--- src/rtl/multicycle_control_pkg.sv ---
// Shared types for the multicycle controller: FSM state encoding and the
// RV32 base opcodes that the decoder recognises.
package multicycle_control_pkg;

   typedef enum logic [2:0] {
      FETCH     = 3'd0,
      DECODE    = 3'd1,
      EXECUTE   = 3'd2,
      MEMORY    = 3'd3,
      WRITEBACK = 3'd4,
      TRAP      = 3'd5
   } mc_state_type;

   localparam logic [6:0] OPC_OP     = 7'b0110011;
   localparam logic [6:0] OPC_OP_IMM = 7'b0010011;
   localparam logic [6:0] OPC_LOAD   = 7'b0000011;
   localparam logic [6:0] OPC_STORE  = 7'b0100011;
   localparam logic [6:0] OPC_BRANCH = 7'b1100011;

   function automatic logic is_legal_opc(input logic [6:0] opc);
      return opc inside {OPC_OP, OPC_OP_IMM, OPC_LOAD, OPC_STORE, OPC_BRANCH};
   endfunction

endpackage

--- src/rtl/multicycle_control_if.sv ---
// Controller <-> datapath/memory signal bundle. The master side is the
// controller; the slave side is the datapath and memories that respond to it.
interface multicycle_control_if;
   logic [6:0]  opcode;
   logic        alu_zero;
   logic        imem_ack;
   logic        dmem_ack;
   logic        imem_req;
   logic        ir_write;
   logic        pc_write;
   logic        pc_src_branch;
   logic        reg_write;
   logic        mem_to_reg;
   logic        dmem_req;
   logic        dmem_we;
   logic        trap;
   logic [2:0]  state;
   logic [31:0] retired_count;

   modport master (
      input  opcode, alu_zero, imem_ack, dmem_ack,
      output imem_req, ir_write, pc_write, pc_src_branch, reg_write,
             mem_to_reg, dmem_req, dmem_we, trap, state, retired_count
   );

   modport slave (
      output opcode, alu_zero, imem_ack, dmem_ack,
      input  imem_req, ir_write, pc_write, pc_src_branch, reg_write,
             mem_to_reg, dmem_req, dmem_we, trap, state, retired_count
   );
endinterface

--- src/rtl/multicycle_control_watchdog.sv ---
// Data-memory wait counter. expired flags the non-ack cycle that would bring
// the count up to MEM_TIMEOUT, so the FSM can leave MEMORY on that same edge.
module mc_watchdog #(
   parameter logic [7:0] MEM_TIMEOUT = 8'd64
) (
   input  logic clk,
   input  logic rst,
   input  logic clear,
   input  logic tick,
   output logic expired
);

   logic [7:0] cnt;

   always_ff @(posedge clk or posedge rst) begin
      if (rst)        cnt <= '0;
      else if (clear) cnt <= '0;
      else if (tick)  cnt <= cnt + 8'd1;
   end

   assign expired = tick && (cnt >= MEM_TIMEOUT - 8'd1);

endmodule

--- src/rtl/multicycle_control.sv ---
// Multicycle RV32 control FSM: FETCH/DECODE/EXECUTE/MEMORY/WRITEBACK/TRAP.
// Optional retired-instruction counter under MULTICYCLE_CONTROL_PERF_EN.
module multicycle_control
   import multicycle_control_pkg::*;
#(
   parameter logic [7:0] MEM_TIMEOUT = 8'd64
) (
   input logic                  clk,
   input logic                  rst,
   multicycle_control_if.master bus
);

   mc_state_type state_q, state_d;
   logic         wd_expired;

   // The counter idles at zero outside MEMORY, so every MEMORY entry starts fresh.
   mc_watchdog #(.MEM_TIMEOUT(MEM_TIMEOUT)) u_watchdog (
      .clk     (clk),
      .rst     (rst),
      .clear   (state_q != MEMORY),
      .tick    ((state_q == MEMORY) && !bus.dmem_ack),
      .expired (wd_expired)
   );

   always_ff @(posedge clk or posedge rst) begin
      if (rst) state_q <= FETCH;
      else     state_q <= state_d;
   end

   always_comb begin
      state_d = state_q;
      case (state_q)
         FETCH:     if (bus.imem_ack) state_d = DECODE;
         DECODE:    state_d = is_legal_opc(bus.opcode) ? EXECUTE : TRAP;
         EXECUTE: begin
            case (bus.opcode)
               OPC_OP, OPC_OP_IMM:  state_d = WRITEBACK;
               OPC_LOAD, OPC_STORE: state_d = MEMORY;
               OPC_BRANCH:          state_d = FETCH;
               default:             state_d = TRAP;
            endcase
         end
         // Ack takes priority over a timeout landing in the same cycle.
         MEMORY: begin
            if (bus.dmem_ack)
               state_d = (bus.opcode == OPC_STORE) ? FETCH : WRITEBACK;
            else if (wd_expired)
               state_d = TRAP;
         end
         WRITEBACK: state_d = FETCH;
         TRAP:      state_d = TRAP;
         default:   state_d = TRAP;
      endcase
   end

   // Outputs are gated by rst so they drop immediately, not at the next edge.
   always_comb begin
      bus.imem_req      = 1'b0;
      bus.ir_write      = 1'b0;
      bus.pc_write      = 1'b0;
      bus.pc_src_branch = 1'b0;
      bus.reg_write     = 1'b0;
      bus.mem_to_reg    = 1'b0;
      bus.dmem_req      = 1'b0;
      bus.dmem_we       = 1'b0;
      bus.trap          = 1'b0;
      if (!rst) begin
         case (state_q)
            FETCH: begin
               bus.imem_req = 1'b1;
               if (bus.imem_ack) begin
                  bus.ir_write = 1'b1;
                  bus.pc_write = 1'b1;
               end
            end
            EXECUTE: begin
               if (bus.opcode == OPC_BRANCH && bus.alu_zero) begin
                  bus.pc_write      = 1'b1;
                  bus.pc_src_branch = 1'b1;
               end
            end
            MEMORY: begin
               bus.dmem_req = 1'b1;
               bus.dmem_we  = (bus.opcode == OPC_STORE);
            end
            WRITEBACK: begin
               bus.reg_write  = 1'b1;
               bus.mem_to_reg = (bus.opcode == OPC_LOAD);
            end
            TRAP:    bus.trap = 1'b1;
            default: ;
         endcase
      end
   end

   assign bus.state = state_q;

`ifdef MULTICYCLE_CONTROL_PERF_EN
   logic [31:0] retired_q;

   always_ff @(posedge clk or posedge rst) begin
      if (rst)
         retired_q <= '0;
      else if (state_d == FETCH &&
               (state_q == EXECUTE || state_q == MEMORY || state_q == WRITEBACK))
         retired_q <= retired_q + 32'd1;
   end

   assign bus.retired_count = retired_q;
`else
   assign bus.retired_count = '0;
`endif

endmodule

--- src/flat_wrapper.sv ---
// flat-port wrapper written by rule: the top's interface ports become plain ports
module multicycle_control_flat import multicycle_control_pkg::*;
#(
   parameter logic [7:0] MEM_TIMEOUT = 8'd64
)
  (clk, rst, bus_opcode, bus_alu_zero, bus_imem_ack, bus_dmem_ack, bus_imem_req, bus_ir_write, bus_pc_write, bus_pc_src_branch, bus_reg_write, bus_mem_to_reg, bus_dmem_req, bus_dmem_we, bus_trap, bus_state, bus_retired_count);
  multicycle_control_if bus_i ();
  input logic clk;
  input logic rst;
  input wire logic [$bits(bus_i.opcode)-1:0] bus_opcode;
  input wire logic [$bits(bus_i.alu_zero)-1:0] bus_alu_zero;
  input wire logic [$bits(bus_i.imem_ack)-1:0] bus_imem_ack;
  input wire logic [$bits(bus_i.dmem_ack)-1:0] bus_dmem_ack;
  output wire logic [$bits(bus_i.imem_req)-1:0] bus_imem_req;
  output wire logic [$bits(bus_i.ir_write)-1:0] bus_ir_write;
  output wire logic [$bits(bus_i.pc_write)-1:0] bus_pc_write;
  output wire logic [$bits(bus_i.pc_src_branch)-1:0] bus_pc_src_branch;
  output wire logic [$bits(bus_i.reg_write)-1:0] bus_reg_write;
  output wire logic [$bits(bus_i.mem_to_reg)-1:0] bus_mem_to_reg;
  output wire logic [$bits(bus_i.dmem_req)-1:0] bus_dmem_req;
  output wire logic [$bits(bus_i.dmem_we)-1:0] bus_dmem_we;
  output wire logic [$bits(bus_i.trap)-1:0] bus_trap;
  output wire logic [$bits(bus_i.state)-1:0] bus_state;
  output wire logic [$bits(bus_i.retired_count)-1:0] bus_retired_count;
  assign bus_i.opcode = bus_opcode;
  assign bus_i.alu_zero = bus_alu_zero;
  assign bus_i.imem_ack = bus_imem_ack;
  assign bus_i.dmem_ack = bus_dmem_ack;
  assign bus_imem_req = bus_i.imem_req;
  assign bus_ir_write = bus_i.ir_write;
  assign bus_pc_write = bus_i.pc_write;
  assign bus_pc_src_branch = bus_i.pc_src_branch;
  assign bus_reg_write = bus_i.reg_write;
  assign bus_mem_to_reg = bus_i.mem_to_reg;
  assign bus_dmem_req = bus_i.dmem_req;
  assign bus_dmem_we = bus_i.dmem_we;
  assign bus_trap = bus_i.trap;
  assign bus_state = bus_i.state;
  assign bus_retired_count = bus_i.retired_count;
  multicycle_control #(.MEM_TIMEOUT(MEM_TIMEOUT)) u_core (.clk(clk), .rst(rst), .bus(bus_i));
endmodule
--- config.mk ---
export PLATFORM = sky130hd
export DESIGN_NAME = multicycle_control_flat
export DESIGN_NICKNAME = d
export VERILOG_FILES = /design/src/rtl/multicycle_control_pkg.sv /design/src/rtl/multicycle_control_if.sv /design/src/rtl/multicycle_control_watchdog.sv /design/src/rtl/multicycle_control.sv /design/src/flat_wrapper.sv
export SDC_FILE = /design/constraint.sdc
export NUM_CORES = 1
export LEC_CHECK = 0
export BUFFER_PORTS_ARGS = -buffer_cell sky130_fd_sc_hd__buf_2
export CORE_MARGIN = 4
export CORE_UTILIZATION = 44
export CTS_CLUSTER_SIZE = 25
export DETAILED_ROUTE_END_ITERATION = 12
export GPL_TIMING_DRIVEN = 0
export HOLD_SLACK_MARGIN = 0.1
export PLACE_DENSITY = 0.83
export SLEW_MARGIN = 0
export SYNTH_ARGS = -nofsm -noshare
export SYNTH_HDL_FRONTEND = slang
export SYNTH_SLANG_ARGS = --single-unit
--- constraint.sdc ---
create_clock -name clk -period 1.55 [get_ports clk]
set_input_delay 0.155 -clock clk [delete_from_list [all_inputs] [get_ports clk]]
set_output_delay 0.155 -clock clk [all_outputs]
set_load 0.005 [all_outputs]
=== Yosys cells after proc, flatten, opt, wreduce, memory -nomap -nowiden ===
Cells that the tools add are included.

* Reduce and logical (&&, ||, !) cells: 10
* Mux-type cells: 29
* Eq/ne operators: 13
* $lt $le $gt $ge: 1
* Add/sub/neg operators: 1

{| class="wikitable"
|+ Operator list
! cell !! count
|-
| 2-to-1 mux 1 bit || 19
|-
| 2-to-1 mux 8 bit || 2
|-
| 2-to-1 mux 3 bit || 5
|-
| one-hot mux 3 bit (5 select lines) || 1
|-
| equality test 7 x 6 -> 1 bit, second input constant || 2
|-
| one-hot mux 3 bit (3 select lines) || 1
|-
| adder 8 x 1 -> 8 bit, second input constant || 1
|-
| greater-or-equal comparator 8 x 6 -> 1 bit, second input constant || 1
|-
| equality test 7 x 2 -> 1 bit, second input constant || 1
|-
| equality test 7 x 5 -> 1 bit, second input constant || 1
|-
| equality test 7 bit, second input constant || 1
|-
| equality test 3 x 2 -> 1 bit, second input constant || 2
|-
| equality test 3 bit, second input constant || 2
|-
| nonzero test 5 bit || 1
|-
| OR reduction 2 bit || 2
|-
| equality test 3 x 1 -> 1 bit, second input constant || 1
|-
| logical AND 1 bit || 3
|-
| logical NOT 3 bit || 1
|-
| inequality test 3 x 2 -> 1 bit, second input constant || 1
|-
| inequality test 3 bit, second input constant || 1
|-
| inequality test 2 bit, second input constant || 1
|-
| one-hot mux 1 bit (2 select lines) || 1
|-
| AND reduction 2 bit || 1
|-
| nonzero test 2 bit || 1
|-
| logical NOT 1 bit || 1
|}

* Flip-flop bits (word level): 11
* Input bits: 12
* Word-level logic and storage cells: 56

=== Logic depth before layout (Yosys ltp) ===
* Depth after elaboration: 6
* Gate-level depth with buffers: 5
* Depth with buffers taken out: 5

=== Cells and area by module ===
From an unflattened synthesis, not the netlist that was laid out.

* Cells, all modules: 118
* Area, all modules: 979.7 µm²

{| class="wikitable"
|+ By module, submodules not included
! module !! seq. area each (µm²) !! instances !! cells each !! area an instance (µm²)
|-
| multicycle_control || 75.1 || 1 || 78 || 564.3
|-
| mc_watchdog || 200.2 || 1 || 40 || 415.4
|}

=== Least setup slack after synthesis ===
OpenSTA, ideal clock, no wires.

* Path type: register -> output
* From: register u_core.state_q[0], in the netlist u_core.bus.state[0]
* To: output bus_ir_write
* Path slack: 268 ps
* Path buffers: 1
* Cell stages (with the launch flop): 4
* Arrival: 1127 ps
* Data required time: 1395 ps
* Cell sequence: dfrtp_1 -> buf_6 -> nor4_1 -> and2_1

* Word-level cells in the longest chain between the ends: 3

{| class="wikitable"
|+ Ends and longest elaborated chain
! what !! line !! source
|-
| from (decl) || multicycle_control.sv:13 || <nowiki>mc_state_type state_q, state_d;</nowiki>
|-
| from (signal assigned) || multicycle_control.sv:27 || <nowiki>else state_q <= state_d;</nowiki>
|-
| logical NOT 3 bit || multicycle_control.sv:68 || <nowiki>case (state_q)</nowiki>
|-
| 2-to-1 mux 1 bit || multicycle_control.sv:68 ||
|-
| 2-to-1 mux 1 bit || multicycle_control.sv:67 || <nowiki>if (!rst) begin</nowiki>
|-
| to (decl) || flat_wrapper.sv:15 || <nowiki>output wire logic [$bits(bus_i.ir_write)-1:0] bus_ir_write;</nowiki>
|}

No other way between the ends.

=== Final worst setup path ===
* From: register u_core.state_q[2], in the netlist u_core.bus.state[2]
* To: output bus_dmem_we

* Word-level cells in the longest chain between the ends: 3

{| class="wikitable"
|+ Ends and longest elaborated chain
! what !! line !! source
|-
| equality test 3 x 2 -> 1 bit || multicycle_control.sv:68 ||
|-
| 2-to-1 mux 1 bit || multicycle_control.sv:68 ||
|-
| 2-to-1 mux 1 bit || multicycle_control.sv:67 ||
|-
| to (decl) || flat_wrapper.sv:21 || <nowiki>output wire logic [$bits(bus_i.dmem_we)-1:0] bus_dmem_we;</nowiki>
|}

No other way between the ends.

==> reports/metrics.yaml <==
run_status:
  status: "finished with violations"
  violations: "setup timing"
timing:
  setup_violations: 2
  setup_slack_ns: -0.0633
  maxSlewViolCount: 0
  max_freq_mhz: 620
  rsz0062_at_grt: "true"
  skew_ns: 0.00180
  setup_tns_ns: -0.0758
  final.min_clock_period_ns: 1.61
  finalHoldViolCount: 0
  finalCritPeriodShare_pct: 104
cts:
  htree_levels: 1
  cts_buffers: 3
  root_buffer: "clkbuf_4"
  clock_latency_ns: 0.27
  clock_sinks: 11
  clk_pin_slew_ns: 0.07
  clock_path_buffers: 2
  cts_tree: "done"
finish:
  finalInstanceArea_mm2: 0.00143
  syn2layout_area_growth_pct: 40.2
  diodes: 0
  num-nets-final: 197
  fillCellCount: 178
  layout-drive-gt1-share_pct: 44.3
power_and_ir_drop:
  switching_share_pct: 32.9
  power_switching_mw: 0.319
  p_clk_share_pct: 20.2
  powerDensity_mw_per_mm2: 677
  p_int_mw: 0.651
  ir_drop_mv: 0.538
  comb_power_share_pct: 45.6
  p_leak_nw: 0.761
  seqPwrFrac_pct: 34.3
floorplan:
  die_w_um: 56.2
  rows: 17
  ioPinCount: 56
  core_mm2: 0.00221
  start_util_pct: 46.2
  die-area_mm2: 0.00316
  die-height_um: 56.2
logic_synthesis:
  yosys-top-cells-count: "32 x buf_4, 11 x dfrtp_1, 11 x nor2_1, 7 x a21oi_1, 5 x nand2_1"
  synth.top_cell.area_share_pct: 27.0
  ys_types: 35
  yosys.area_share.xor_xnor_pct: 6.00
  syn_inst: 118
  synthArstFlopShare_pct: 100
  yosysMostFrequentCell: "buf_4"
  post-synth-top-area-cell: "dfrtp_1"
  synth_edf_count: 0
  ys_ff_latch: 11
  synth_simple_gate_area_share_pct: 28.1
  synth_compound_area_share_pct: 8.33
  synth_ff_type: "dfrtp_1"
  synth-warning-count: 0
  synthMuxAreaShare_pct: 0.980
  synth-adder-area-share_pct: 1.23
  synthTopCellsByArea: "dfrtp_1 27%, buf_4 24%, nor2_1 4.0%"
  syn_area_mm2: 0.00102
  avgSynthCellArea_um2: 8.65
  ys_seq_area_share_pct: 27.0
  synth_top_family_by_area: "simple AND/OR/NAND/NOR gates"
critical_path:
  worstPathRequired_ns: 1.39
  r2r_slack_ns: 0.24
  end_kind: "output port"
  cp_slowest_cell: "dfrtp_2"
  arrival_ns: 1.46
  rr_endpoint: "u_core.bus.state[0]"
  cp-start-kind: "register"
  crit_type: "register to output port"
  slowest_delay_ns: 0.42
  worst-path-max-fanout: 2
  reg2reg_from: "u_core.bus.state[2]"
  crit_path_cell_trace: "nand3b_1 > buf_6 > nor2_4 > nor4b_2 > buf_2"
  r2r_cells: 5
routing:
  drc: 0
  firstDrtPassIters: 4
  first_iter_violations: 33
  wl_per_cell_um: 11.0
  ant_nets: 0
  vias: 945
  vias_per_cell: 4.48
  wl_mm: 2.33
global_routing:
  grt_pass1_wl_mm: 3.66
  gr-total-overflow: 0
  grt_pass1_vias: 840
  grt_start_max_net_pins: 12
  antenna_found_initial: 0
  grt_use_total_pct: 14.0
placed_design:
  post-dp-hpwl_mm: 1.71
  io_buffers: 22
  place_congestion: 0.854
  placed_area_mm2: 0.00128
hold_path:
  hp-class: "input port to register"
  min_from: "bus_dmem_ack"
  min_to: "u_core.u_watchdog.cnt[0]"
  min_path_cells: 3
job:
  cap_violations: 0
-- what timing repair did --
| action | CTS | global route |
|---|---|---|
| buffers inserted | 4 | 3 |
| setup endpoints to repair | 5 | 5 |
| pin swaps | 1 | 1 |
| hold buffers | 1 | 0 |
| resized for setup | 7 | 4 |
| endpoints found under the hold margin | 11 | 0 |
-- flip-flops by register name (all words and copies together), names as in the netlist --
signal                 flops
u_core.u_watchdog.cnt      8
u_core.bus.state           3
-- cell usage in the layout (no fill, tap or decap), types with 2 or more instances in the layout --
cell type / synthesis / final
dfrtp_2: 0 / 2
nand2b_1: 4 / 4
nor3_1: 3 / 2
conb_1: 1 / 32
dfrtp_1: 11 / 9
buf_2: 1 / 22
buf_4: 32 / 38
a21oi_1: 7 / 7
xnor2_1: 3 / 3
nor2b_1: 2 / 2
o21ai_0: 3 / 3
xor2_1: 4 / 4
nand2_1: 5 / 5
inv_1: 2 / 2
clkbuf_4: 0 / 3
buf_6: 3 / 4
nor2_1: 11 / 10
nand3_1: 4 / 4
-- layout make-up --
type,instances,area (µm²),share of cell area [%]
clock buffer,4,26.3,1.84
multi-input combinational,100,614,42.9
buffer,36,285,19.9
timing repair buffer,30,185,12.9
sequential,11,278,19.4
tap,28,35.0,2.45
inverter,2,7.51,0.524
-- power by group through the flow --
stage / sequential (mW) / combinational, mW / clock [mW]
detailed placement: 0.349 / 0.310 / 0
floorplan: 0.344 / 0.232 / 0
global placement: 0.350 / 0.304 / 0
CTS: 0.333 / 0.397 / 0.200
finish: 0.332 / 0.442 / 0.195
global route: 0.334 / 0.475 / 0.220
-- metal layers --
layer | global-route usage, % | part of all wire (%) | vias to the layer above
met4 | 3.05 | 2.2 | 0
met3 | 3.94 | 7.9 | 6
met1 | 16.1 | 38 | 433
met5 | 0 | 0 | -
met2 | 25.4 | 52 | 41
li1 | - | - | 465
-- metrics by stage --
stage               worst slack (ns)  hold slack [ns]  total power, mW  utilization (%)  instances
global route                  -0.125            0.200             1.03             64.7        211
floorplan                      0.268           0.0156            0.576                -        149
global placement               0.132            0.214            0.654             58.0        199
CTS                          -0.0419            0.179            0.930             62.6        208
detailed placement            0.0668            0.223            0.659             58.0        199
finish                       -0.0633            0.186            0.969             64.7        211
-- worst max path at each step --
stage | startpoint | to | slack [ns] | depth (start not counted)
global route | u_core.bus.state[1] | bus_pc_write | -0.12 | 5
detailed placement | rst | bus_mem_to_reg | 0.07 | 6
CTS | u_core.bus.state[2] | bus_dmem_we | -0.04 | 5
finish | u_core.bus.state[2] | bus_dmem_we | -0.06 | 5
floorplan | u_core.bus.state[0] | bus_ir_write | 0.27 | 3
global placement | rst | bus_mem_to_reg | 0.13 | 6
-- cells by family (layout without fill, tap and decap cells) --
group,Yosys count,in the layout
xor gates and xnor gates,7,7
AOI/OAI and AO/OA,14,14
and+or+nand+nor,45,45
adders and majority gates,1,1
DFF,11,11
buffers and inverters,38,72
other,1,32
muxes,1,1
-- critical path: cells and delay by family (launching register included) --
family	cells	cell delay [ns]
and+or+nand+nor	3	0.46
DFF	1	0.42
buffers and inverters	2	0.31
(Power assumes the default switching activity.)
